File: config.mk
export PLATFORM = sky130hd
export DESIGN_NAME = button_conditioner
export DESIGN_NICKNAME = d
export VERILOG_FILES = /design/src/rtl/button_conditioner.sv
export SDC_FILE = /design/constraint.sdc
export NUM_CORES = 1
export LEC_CHECK = 0
export ABC_AREA = 1
export BUFFER_PORTS_ARGS = -buffer_cell sky130_fd_sc_hd__buf_2
export CELL_PAD_IN_SITES_DETAIL_PLACEMENT = 0
export CELL_PAD_IN_SITES_GLOBAL_PLACEMENT = 1
export CORE_MARGIN = 5
export CORE_UTILIZATION = 39
export DETAILED_ROUTE_END_ITERATION = 8
export PLACE_DENSITY_LB_ADDON = 0.3
export SLEW_MARGIN = 25
export SYNTH_ARGS = -nofsm -noshare
export SYNTH_HDL_FRONTEND = slang
export SYNTH_SLANG_ARGS = --single-unit
File: constraint.sdc
create_clock -name clk -period 1.6 [get_ports clk]
set_clock_uncertainty 0.1 [all_clocks]
set_input_delay 0.4 -clock clk [delete_from_list [all_inputs] [get_ports clk]]
set_output_delay 0.4 -clock clk [all_outputs]
set_load 0.01 [all_outputs]
File: src/rtl/button_conditioner.sv
// Pushbutton synchronizer, debouncer and press/release/long-press pulse generator.
// Optional long-press hold counter: define BUTTON_CONDITIONER_LONGPRESS_EN.
module button_conditioner #(
   parameter int unsigned DEBOUNCE_CYCLES = 50000,
   parameter int unsigned LONG_CYCLES     = 50000000
) (
   input  logic clk,
   input  logic rst_n,
   input  logic btn,
   output logic level,
   output logic press_pulse,
   output logic release_pulse,
   output logic long_pulse
);

   localparam int unsigned CW = (DEBOUNCE_CYCLES > 1) ? $clog2(DEBOUNCE_CYCLES) : 1;
   localparam logic [CW-1:0] CNT_MAX = CW'(DEBOUNCE_CYCLES - 1);

   typedef enum logic [1:0] {
      IDLE,
      PRESS_WAIT,
      HELD,
      RELEASE_WAIT
   } state_e;

   logic          s1_q;
   logic          sync_q;
   state_e        state_q, state_d;
   logic [CW-1:0] cnt_q, cnt_d;
   logic          level_q, level_d;
   logic          press_q, press_d;
   logic          release_q, release_d;

   // Button is active low; the synchronizer carries the pressed sense.
   always_ff @(posedge clk or negedge rst_n) begin
      if (!rst_n) begin
         s1_q   <= 1'b0;
         sync_q <= 1'b0;
      end else begin
         s1_q   <= ~btn;
         sync_q <= s1_q;
      end
   end

   always_comb begin
      state_d   = state_q;
      cnt_d     = cnt_q;
      level_d   = level_q;
      press_d   = 1'b0;
      release_d = 1'b0;
      unique case (state_q)
         IDLE: begin
            if (sync_q) begin
               state_d = PRESS_WAIT;
               cnt_d   = '0;
            end
         end
         PRESS_WAIT: begin
            if (!sync_q) begin
               state_d = IDLE;
            end else if (cnt_q == CNT_MAX) begin
               state_d = HELD;
               level_d = 1'b1;
               press_d = 1'b1;
            end else begin
               cnt_d = cnt_q + CW'(1);
            end
         end
         HELD: begin
            if (!sync_q) begin
               state_d = RELEASE_WAIT;
               cnt_d   = '0;
            end
         end
         RELEASE_WAIT: begin
            if (sync_q) begin
               state_d = HELD;
            end else if (cnt_q == CNT_MAX) begin
               state_d   = IDLE;
               level_d   = 1'b0;
               release_d = 1'b1;
            end else begin
               cnt_d = cnt_q + CW'(1);
            end
         end
         default: state_d = IDLE;
      endcase
   end

   always_ff @(posedge clk or negedge rst_n) begin
      if (!rst_n) begin
         state_q   <= IDLE;
         cnt_q     <= '0;
         level_q   <= 1'b0;
         press_q   <= 1'b0;
         release_q <= 1'b0;
      end else begin
         state_q   <= state_d;
         cnt_q     <= cnt_d;
         level_q   <= level_d;
         press_q   <= press_d;
         release_q <= release_d;
      end
   end

   assign level         = level_q;
   assign press_pulse   = press_q;
   assign release_pulse = release_q;

`ifdef BUTTON_CONDITIONER_LONGPRESS_EN
   localparam logic [31:0] HOLD_END = 32'(LONG_CYCLES);
   localparam logic [31:0] HOLD_HIT = 32'(LONG_CYCLES - 1);

   logic [31:0] hold_q, hold_d;
   logic        long_q, long_d;

   // Saturating one past the hit value makes the pulse fire once per press.
   always_comb begin
      hold_d = hold_q;
      long_d = 1'b0;
      if (state_q == PRESS_WAIT && state_d == HELD) begin
         hold_d = '0;
      end else if (state_q == HELD && hold_q != HOLD_END) begin
         hold_d = hold_q + 32'd1;
         long_d = (hold_q == HOLD_HIT);
      end
   end

   always_ff @(posedge clk or negedge rst_n) begin
      if (!rst_n) begin
         hold_q <= '0;
         long_q <= 1'b0;
      end else begin
         hold_q <= hold_d;
         long_q <= long_d;
      end
   end

   assign long_pulse = long_q;
`else
   assign long_pulse = 1'b0;
`endif

endmodule

==> results of run 1 <==
## per-stage QoR
stage	instance area (um^2)	setup slack, ns	util (%)
2_1_floorplan	1360	0.0366	-
3_3_place_gp	1540	0.0234	45.6
3_5_place_dp	1540	-0.00845	45.6
4_1_cts	1610	0.00166	47.8
5_1_grt	1720	-0.0683	51.3
6_report	1720	0.0245	51.3
## kinds of logic (layout without fill, tap and decap cells)
kind of cell               after synthesis  count (layout)  synth area share, %
other                                    1               1                0.275
and+or+nand+nor                        116             116                 37.4
buffers and inverters                   25              52                 8.27
DFF                                     23              23                 42.3
AOI/OAI and AO/OA                       16              16                 6.98
adders and majority gates                1               1                0.919
xor gates and xnor gates                 6               6                 3.86
## routing by layer
metal | GRT usage (%) | up-vias
li1 | - | 653
met1 | 21.0 | 603
met2 | 22.6 | 28
met3 | 3.78 | 6
met4 | 5.21 | 0
met5 | 0 | -
## Yosys cell counts, types with 2 or more instances
| cell | instances | share of area (%) |
|---|---|---|
| buf_6 | 2 | 1.7 |
| dfrtp_1 | 23 | 42 |
| inv_1 | 21 | 5.8 |
| nand2_1 | 55 | 15 |
| nand3_1 | 20 | 7.4 |
| nand4_1 | 7 | 3.2 |
| nor2_1 | 26 | 7.2 |
| nor3_1 | 2 | 0.74 |
| o21ai_0 | 7 | 2.6 |
| o21ai_1 | 5 | 1.8 |
| o21ai_2 | 4 | 2.6 |
| xor2_1 | 6 | 3.9 |
## worst max-delay path by stage
stage / startpoint / endpoint / slack, ns / cells past startpoint
finish: cnt_q[0] / cnt_q[6] / 0.02 / 10
global route: cnt_q[0] / cnt_q[14] / -0.07 / 8
CTS: cnt_q[0] / cnt_q[14] / 0.002 / 8
detailed placement: cnt_q[0] / cnt_q[9] / -0.008 / 7
global placement: cnt_q[1] / cnt_q[9] / 0.02 / 7
floorplan: cnt_q[0] / cnt_q[4] / 0.04 / 7
## flip-flops by register name, summed over array words and instances, names as in the netlist, named ones only
register	cells
release_pulse	1
s1_q	1
state_q	1
sync_q	1
press_pulse	1
cnt_q	16
level	1
## layout make-up
| cell class | instances | area [um^2] |
|---|---|---|
| inverter | 21 | 78.8 |
| sequential | 23 | 579 |
| timing repair buffer | 27 | 226 |
| fill | 361 | 1640 |
| multi-input combinational | 140 | 756 |
| clock buffer | 4 | 26.3 |
| tap | 46 | 57.6 |
## power by group through the flow
stage,sequential [W],combinational (W),clock (W)
final,0.000613,0.000130,0.000281
after global routing,0.000615,0.000144,0.000323
after CTS,0.000608,0.000106,0.000290
after detailed placement,0.000618,0.0000887,0
after global placement,0.000618,0.0000845,0
after floorplan,0.000617,0.0000457,0
## worst max-delay path, cell delays in order, from the launching register on
cell     delay [ns]
dfrtp_1        0.41
buf_6          0.12
ha_4           0.16
buf_4          0.15
nand2_4        0.07
nor2_2         0.04
nand2_2        0.12
xor2_1         0.15
nor2_1         0.05
nand2_1        0.06
nand2_1        0.04
## timing repair
action / 4_1_cts / 5_1_grt
hold endpoints to repair: 23 / 0
cloned: 0 / 1
resized for setup: 2 / 28
buffers inserted: 4 / 1
pin swaps: 2 / 5
setup endpoints to repair: 3 / 18
hold buffers: 1 / 0
==> results.yml, run 1 <==
die:
  start_util_pct: 40.5
  core_um2: 3360
  die_y_um: 69.1
  pin_count: 7
  die_area_um2: 4770
  die_x_um: 69.1
  rows: 21
placement:
  gp_congestion: 0.875
  io_buffers: 5
  place_inst: 250
  dpl.hpwl_mm: 2.54
clock_tree:
  cts_tree: "done"
  h-tree-depth: 1
  root_buffer: "clkbuf_4"
  clockBufferDepth: 2
  clk_pin_slew_ns: 0.12
  cts.sinks: 23
  clock_latency_ns: 0.33
  cts_inserted_buffers: 3
logic_synthesis:
  netlist_area_um2: 1360
  synthDistinctLibCells: 22
  syn_inst: 188
  syn_area_per_cell_um2: 7.24
  ys.flop_type: "dfrtp_1"
  async_reset_ff_share_pct: 100
  seq_area_frac_synth_pct: 42.3
  ys_seq_elements: 23
  ys_warn_count: 0
  synth_fp_nets: 192
  synth_edf_count: 0
routing:
  drtPass1Iterations: 4
  wl_per_cell_um: 13.5
  routed_wl_mm: 3.51
  final_antenna_net_count: 0
  drc: 0
  wl_met2_mm: 1.63
  routed_via_density: 4.94
  drtIter0Drc: 100
  route.vias.total: 1290
  wl_met3_um: 150
  m1WireLength_mm: 1.68
  top_layer: "met4"
final_layout:
  final-instance-count-excl-fill: 261
  drive_gt1_share_pct: 27.0
  final_cell_mix: "48 x nand2_1, 21 x inv_1, 21 x nor2_1"
  syn_to_final_growth_pct: 26.7
  num_antenna_cells: 0
  layout_commonest_cell: "nand2_1"
  final_nets: 220
power_and_ir_drop:
  switchingPower_w: 0.000270
  p_total_w: 0.00102
  intPower_w: 0.000754
  p_sw_share_pct: 26.4
  p_comb_share_pct: 12.7
  p_leak_nw: 0.805
  peakVddDrop_mv: 0.413
  clkPwrFrac_pct: 27.5
  power_density_nw_per_um2: 594
  pwr-share-seq_pct: 59.9
timing:
  fin_crit_sh_pct: 98.5
  fmax_ghz: 0.635
  worst_pin_slew_ns: 0.542
  slew_headroom_pct: 63.9
  setup_violations: 0
  hold_slack_ns: 0.115
  rsz0062_at_grt: "true"
  slew_viol_final: 0
  period_minus_slack_ns: 1.58
  fin_tns_setup_ns: 0
  hold_viol_final: 0
global_routing:
  grt_max_degree: 24
  grt_overflow_total: 0
  grt_pass1_wl_mm: 5.84
  grt_pass1_vias: 1270
  track_usage_pct: 15.1
  grt_antenna_before_repair: 0
worst_hold_path:
  hp-class: "input pin to flip-flop"
  hold_path.startpoint: "btn"
  whs_endpoint: "s1_q"
  holdPathStages: 2
worst_setup_path:
  endpoint_kind: "flip-flop"
  reg2reg_slack_ns: 0.02
  cp-start-kind: "flip-flop"
  cp_max_fo: 4
  rr_endpoint: "cnt_q[6]"
  reg2regPathDepth: 10
  rr_startpoint: "cnt_q[0]"
  arrival_ns: 1.69
  required_ns: 1.72
  worstSetupPathType: "flip-flop to flip-flop"
run_status:
  outcome: "complete, no violations"
flow_run:
  max-cap-violations: 0
Note: power is estimated with default switching activity, not from simulation.
==> run 2, diff against run 1 <==
GPL_TIMING_DRIVEN = 0   (was not set)
==> run 2 against run 1 <==
  * Combinational power is essentially flat
  * Largest cell class unchanged
  * Register-to-register slack gained 0.02 ns
  * Critical path depth fell by 1
  * Count of clock-buffer cells in the layout down 1
  * Worst hold slack worse by 0.0051 ns
  * First-iteration DRC count shrank 42%
  * Global-route usage decreased by 0.73 points
  * Clock power is 3% lower
  * Design area grew 3.2%
  * Non-clock buffer count grew 3
  * Utilization up 1.6 points
==> results.yml, run 2 (synthesis gave the netlist of run 1 again) <==
final_layout:
  syn_to_final_growth_pct: 30.7
  num_antenna_cells: 0
  drive_gt1_share_pct: 35.3
  final_cell_mix: "44 x nand2_1, 20 x nor2_1, 19 x buf_4"
  final_nets: 223
  final-instance-count-excl-fill: 264
  layout_commonest_cell: "nand2_1"
  regMostFlops: "cnt_q"
  ff_latch_area_um2: 588
  largest_reg_flops: 16
  multi_input_area_um2: 778
  fin_util_pct: 52.9
  num-fill-cells: 345
timing:
  slew_headroom_pct: 65.7
  worst_pin_slew_ns: 0.515
  slew_viol_final: 0
  period_minus_slack_ns: 1.56
  fin_ws_ns: 0.0396
  hold_slack_ns: 0.110
  setup_violations: 0
  rsz0062_at_grt: "true"
  fmax_ghz: 0.641
  fin_crit_sh_pct: 97.5
  hold_viol_final: 0
worst_setup_path:
  cp_max_fo: 7
  rr_startpoint: "cnt_q[5]"
  cp-startpoint: "cnt_q[5]"
  cp-start-kind: "flip-flop"
  reg2reg_slack_ns: 0.04
  rr_endpoint: "cnt_q[6]"
  reg2regPathDepth: 9
  crit_path_end: "cnt_q[6]"
  worstSetupPathType: "flip-flop to flip-flop"
  required_ns: 1.71
  endpoint_kind: "flip-flop"
  arrival_ns: 1.67
die:
  rows: 21
  pin_count: 7
  core_um2: 3360
  die_area_um2: 4770
  die_x_um: 69.1
  start_util_pct: 40.5
  die_y_um: 69.1
placement:
  place_inst: 239
  io_buffers: 5
  pre_cts_ws_ns: -0.265
  gp_congestion: 0.799
  dpl.hpwl_mm: 2.29
routing:
  drtIter0Drc: 58
  routed_wl_mm: 3.43
  wl_per_cell_um: 13.0
  routed_via_density: 4.94
  route.vias.total: 1305
  final_antenna_net_count: 0
  drtPass1Iterations: 4
  drc: 0
clock_tree:
  h-tree-depth: 1
  cts_tree: "done"
  clock_latency_ns: 0.31
  cts.sinks: 23
  clk_pin_slew_ns: 0.13
  cts_inserted_buffers: 3
  root_buffer: "clkbuf_4"
  clockBufferDepth: 2
global_routing:
  grt_max_degree: 24
  track_usage_pct: 14.3
  grt_overflow_total: 0
  grt_pass1_vias: 1259
  grt_pass1_wl_mm: 5.66
  grt_antenna_before_repair: 0
worst_hold_path:
  hp-class: "input pin to flip-flop"
power_and_ir_drop:
  p_leak_nw: 0.809
  p_total_w: 0.00101
  peakVddDrop_mv: 0.280
  power_density_nw_per_um2: 569
run_status:
  outcome: "complete, no violations"
flow_run:
  max-cap-violations: 0
[run 2: cell count changes in the layout (fill, tap and decap cells not counted), sizes merged]
cell    change
buf         +3
clkinv      +1
clkbuf      -1
[run 2: area by class of cell]
type | count | share of cell area, %
Multi-Input combinational cell | 140 | 43.7
Sequential cell | 23 | 33.1
Timing Repair Buffer | 27 | 12.4
Inverter | 21 | 4.57
Tap cell | 46 | 3.23
Buffer | 3 | 1.48
Clock buffer | 3 | 1.27
Clock inverter | 1 | 0.281
[run 2: how the worst min path moves through the flow]
stage          start                         end  slack [ns]  cells after the start
5_1_grt          btn                        s1_q        0.08                      2
2_1_floorplan  rst_n  asynchronous set/reset pin       0.004                      0
6_report         btn                        s1_q        0.11                      2
3_5_place_dp    s1_q                      sync_q        0.24                      0
3_3_place_gp    s1_q                      sync_q        0.23                      0
4_1_cts          btn                        s1_q        0.09                      2
[run 2: power breakdown]
| group | switching (W) | internal, W |
|---|---|---|
| sequential | 0.0000169 | 0.000595 |
| clock | 0.000179 | 0.0000934 |
| combinational | 0.0000709 | 0.0000570 |
[run 2: critical path, stage by stage, from the launching register on]
cell and delay, ns:
dfrtp_2 0.48, inv_2 0.08, nand4_1 0.10, nor2_2 0.17, nand3_2 0.11, nand2_4 0.15
buf_6 0.13, inv_4 0.04, nand2_2 0.05, nand2_1 0.04
[run 2: what timing repair did]
| item | in CTS | in global routing |
|---|---|---|
| setup buffers | 9 | 11 |
| endpoints found under the hold margin | 23 | 0 |
| endpoints found under the setup margin | 19 | 19 |
| pin swaps | 5 | 16 |
| resized for setup | 22 | 33 |
| gates cloned | 1 | 0 |
| hold buffers | 1 | 0 |
[run 2: routing by layer]
layer / part of all wire [%] / GRT usage [%] / vias up / wire (um)
met1: 44 / 18.6 / 620 / 1520
met4: 1.2 / 4.77 / 0 / 42
met2: 50 / 24.0 / 20 / 1730
met5: 0 / 0 / - / 0
met3: 3.8 / 2.47 / 6 / 129
li1: - / - / 659 / -
[run 2: metrics by stage]
stage / TNS, ns / area, um^2
after floorplan: 0 / 1360
after global placement: -3.45 / 1440
after detailed placement: -3.92 / 1440
after CTS: -0.188 / 1640
after global routing: -0.363 / 1780
final: 0 / 1780
==> run 3, diff against run 2 <==
CAP_MARGIN = 25   (was not set)
SETUP_SLACK_MARGIN = 0.3   (was not set)
==> run 3 against run 2 <==
  * Count of clock-buffer cells in the layout is the same
  * Critical path type unchanged
  * Maximum frequency down 0.92%
  * Clock power increased by 4%
  * Critical path depth fell by 1
  * Worst hold slack got worse by 0.0054 ns
  * Register-to-register slack hardly changed
  * Sequential share of layout area decreased by 1.2 points
  * Critical endpoint is now cnt_q[15]
==> results.yml, run 3 (synthesis gave the netlist of run 1 again) <==
run_status:
  outcome: "complete, no violations"
timing:
  fin_crit_sh_pct: 98.4
  fmax_ghz: 0.635
  setup_violations: 0
  hold_viol_final: 0
  rsz0062_at_grt: "true"
  fin_ws_ns: 0.0251
  worst_pin_slew_ns: 0.532
  slew_viol_final: 0
  slew_headroom_pct: 64.5
  period_minus_slack_ns: 1.57
power_and_ir_drop:
  pwr-share-seq_pct: 58.6
  p_leak_nw: 0.848
  clkPwrFrac_pct: 27.1
  p_total_w: 0.00104
  p_sw_share_pct: 26.6
  peakVddDrop_mv: 0.305
  switchingPower_w: 0.000277
  p_comb_share_pct: 14.3
  intPower_w: 0.000763
  power_density_nw_per_um2: 564
global_routing:
  grt_pass1_wl_mm: 5.53
  grt_overflow_total: 0
  track_usage_pct: 14.1
  grt_pass1_vias: 1181
  grt_antenna_before_repair: 0
  grt_max_degree: 24
final_layout:
  layout_commonest_cell: "nand2_1"
  final_nets: 224
  syn_to_final_growth_pct: 35.5
  fin_area_um2: 1840
  regMostFlops: "cnt_q"
  final-instance-count-excl-fill: 265
  num_antenna_cells: 0
  fin_util_pct: 54.8
  final_cell_mix: "42 x nand2_1, 20 x nor2_1, 19 x nand3_1"
  largest_reg_flops: 16
  drive_gt1_share_pct: 36.5
clock_tree:
  clock_latency_ns: 0.32
  cts.sinks: 23
  cts_tree: "done"
  h-tree-depth: 1
  clockBufferDepth: 2
  cts_inserted_buffers: 3
  clk_pin_slew_ns: 0.13
  root_buffer: "clkbuf_4"
routing:
  drc: 0
  routed_wl_mm: 3.48
  routed_via_density: 4.97
  wl_per_cell_um: 13.1
  drtPass1Iterations: 4
  route.vias.total: 1317
  final_antenna_net_count: 0
  drtIter0Drc: 112
placement:
  placed_cell_area_um2: 1470
  pre_cts_ws_ns: -0.0717
  place_inst: 239
  dpl.hpwl_mm: 2.25
  gp_congestion: 0.809
  io_buffers: 5
worst_setup_path:
  required_ns: 1.76
  rr_endpoint: "cnt_q[15]"
  rr_startpoint: "cnt_q[14]"
  arrival_ns: 1.73
  reg2reg_slack_ns: 0.03
  cp_max_fo: 6
  reg2regPathDepth: 8
  endpoint_kind: "flip-flop"
  cp-start-kind: "flip-flop"
  worstSetupPathType: "flip-flop to flip-flop"
die:
  rows: 21
  pin_count: 7
  core_um2: 3360
  die_area_um2: 4770
  start_util_pct: 40.5
  die_x_um: 69.1
  die_y_um: 69.1
worst_hold_path:
  holdPathStages: 2
  hold_path.startpoint: "btn"
  hp-class: "input pin to flip-flop"
  whs_endpoint: "s1_q"
flow_run:
  max-cap-violations: 0
[run 3: changes by cell type in the layout (fill, tap and decap cells not counted), sizes merged]
| cell | before | now |
|---|---|---|
| clkbuf | 4 | 5 |
[run 3: timing repair]
item / 4_1_cts / 5_1_grt
hold buffers: 1 / 0
pin swaps: 3 / 3
cloned: 1 / 1
endpoints found under the hold margin: 23 / 0
gates resized for setup: 11 / 37
setup buffers: 12 / 7
setup endpoints to repair: 24 / 24
[run 3: routing by layer]
metal | up-vias | GRT usage [%] | wire, um
met5 | - | 0 | 0
met4 | 0 | 5.64 | 70
met3 | 9 | 2.33 | 186
met2 | 35 | 20.7 | 1560
met1 | 603 | 20.6 | 1670
li1 | 670 | - | -
[run 3: worst max-delay path by stage]
stage              start         to  slack (ns)  depth (start not counted)
3_5_place_dp    cnt_q[1]   cnt_q[0]       -0.07                          8
2_1_floorplan   cnt_q[1]   cnt_q[4]        0.12                          7
5_1_grt        cnt_q[12]   cnt_q[1]       -0.08                          9
6_report       cnt_q[14]  cnt_q[15]        0.03                          8
4_1_cts         cnt_q[1]   cnt_q[9]        0.05                          8
3_3_place_gp    cnt_q[1]   cnt_q[9]       -0.05                          7
[run 3: final cells by class]
cell class,count,area (um^2)
fillers,338,1520
multi-input cells,140,778
flip-flops and latches,23,587
repair buffers,27,267
inverters,21,81.3
well taps,46,57.6
plain buffers,4,46.3
clock buffers,3,22.5
clock inverters,1,5.00
[run 3: power groups by stage]
stage,clock network [W],registers (W),logic (W)
2_1_floorplan,0,0.000622,0.0000498
3_3_place_gp,0,0.000625,0.0000763
3_5_place_dp,0,0.000625,0.0000793
4_1_cts,0.000288,0.000609,0.000128
5_1_grt,0.000311,0.000612,0.000164
6_report,0.000282,0.000609,0.000149
[run 3: critical path, stage by stage (launching register included)]
cell     delay (ns)
dfrtp_1        0.49
nand4_1        0.15
nor2_2         0.18
nand3_2        0.12
nand2_4        0.10
buf_12         0.13
buf_8          0.12
nand2_1        0.04
o21ai_1        0.07
[run 3: per-stage QoR]
stage | hold slack, ns | setup TNS [ns]
after global placement | 0.233 | -0.685
after detailed placement | 0.235 | -1.00
after global routing | 0.0853 | -0.866
after floorplan | 0.00441 | 0
after CTS | 0.0957 | 0
final | 0.104 | 0
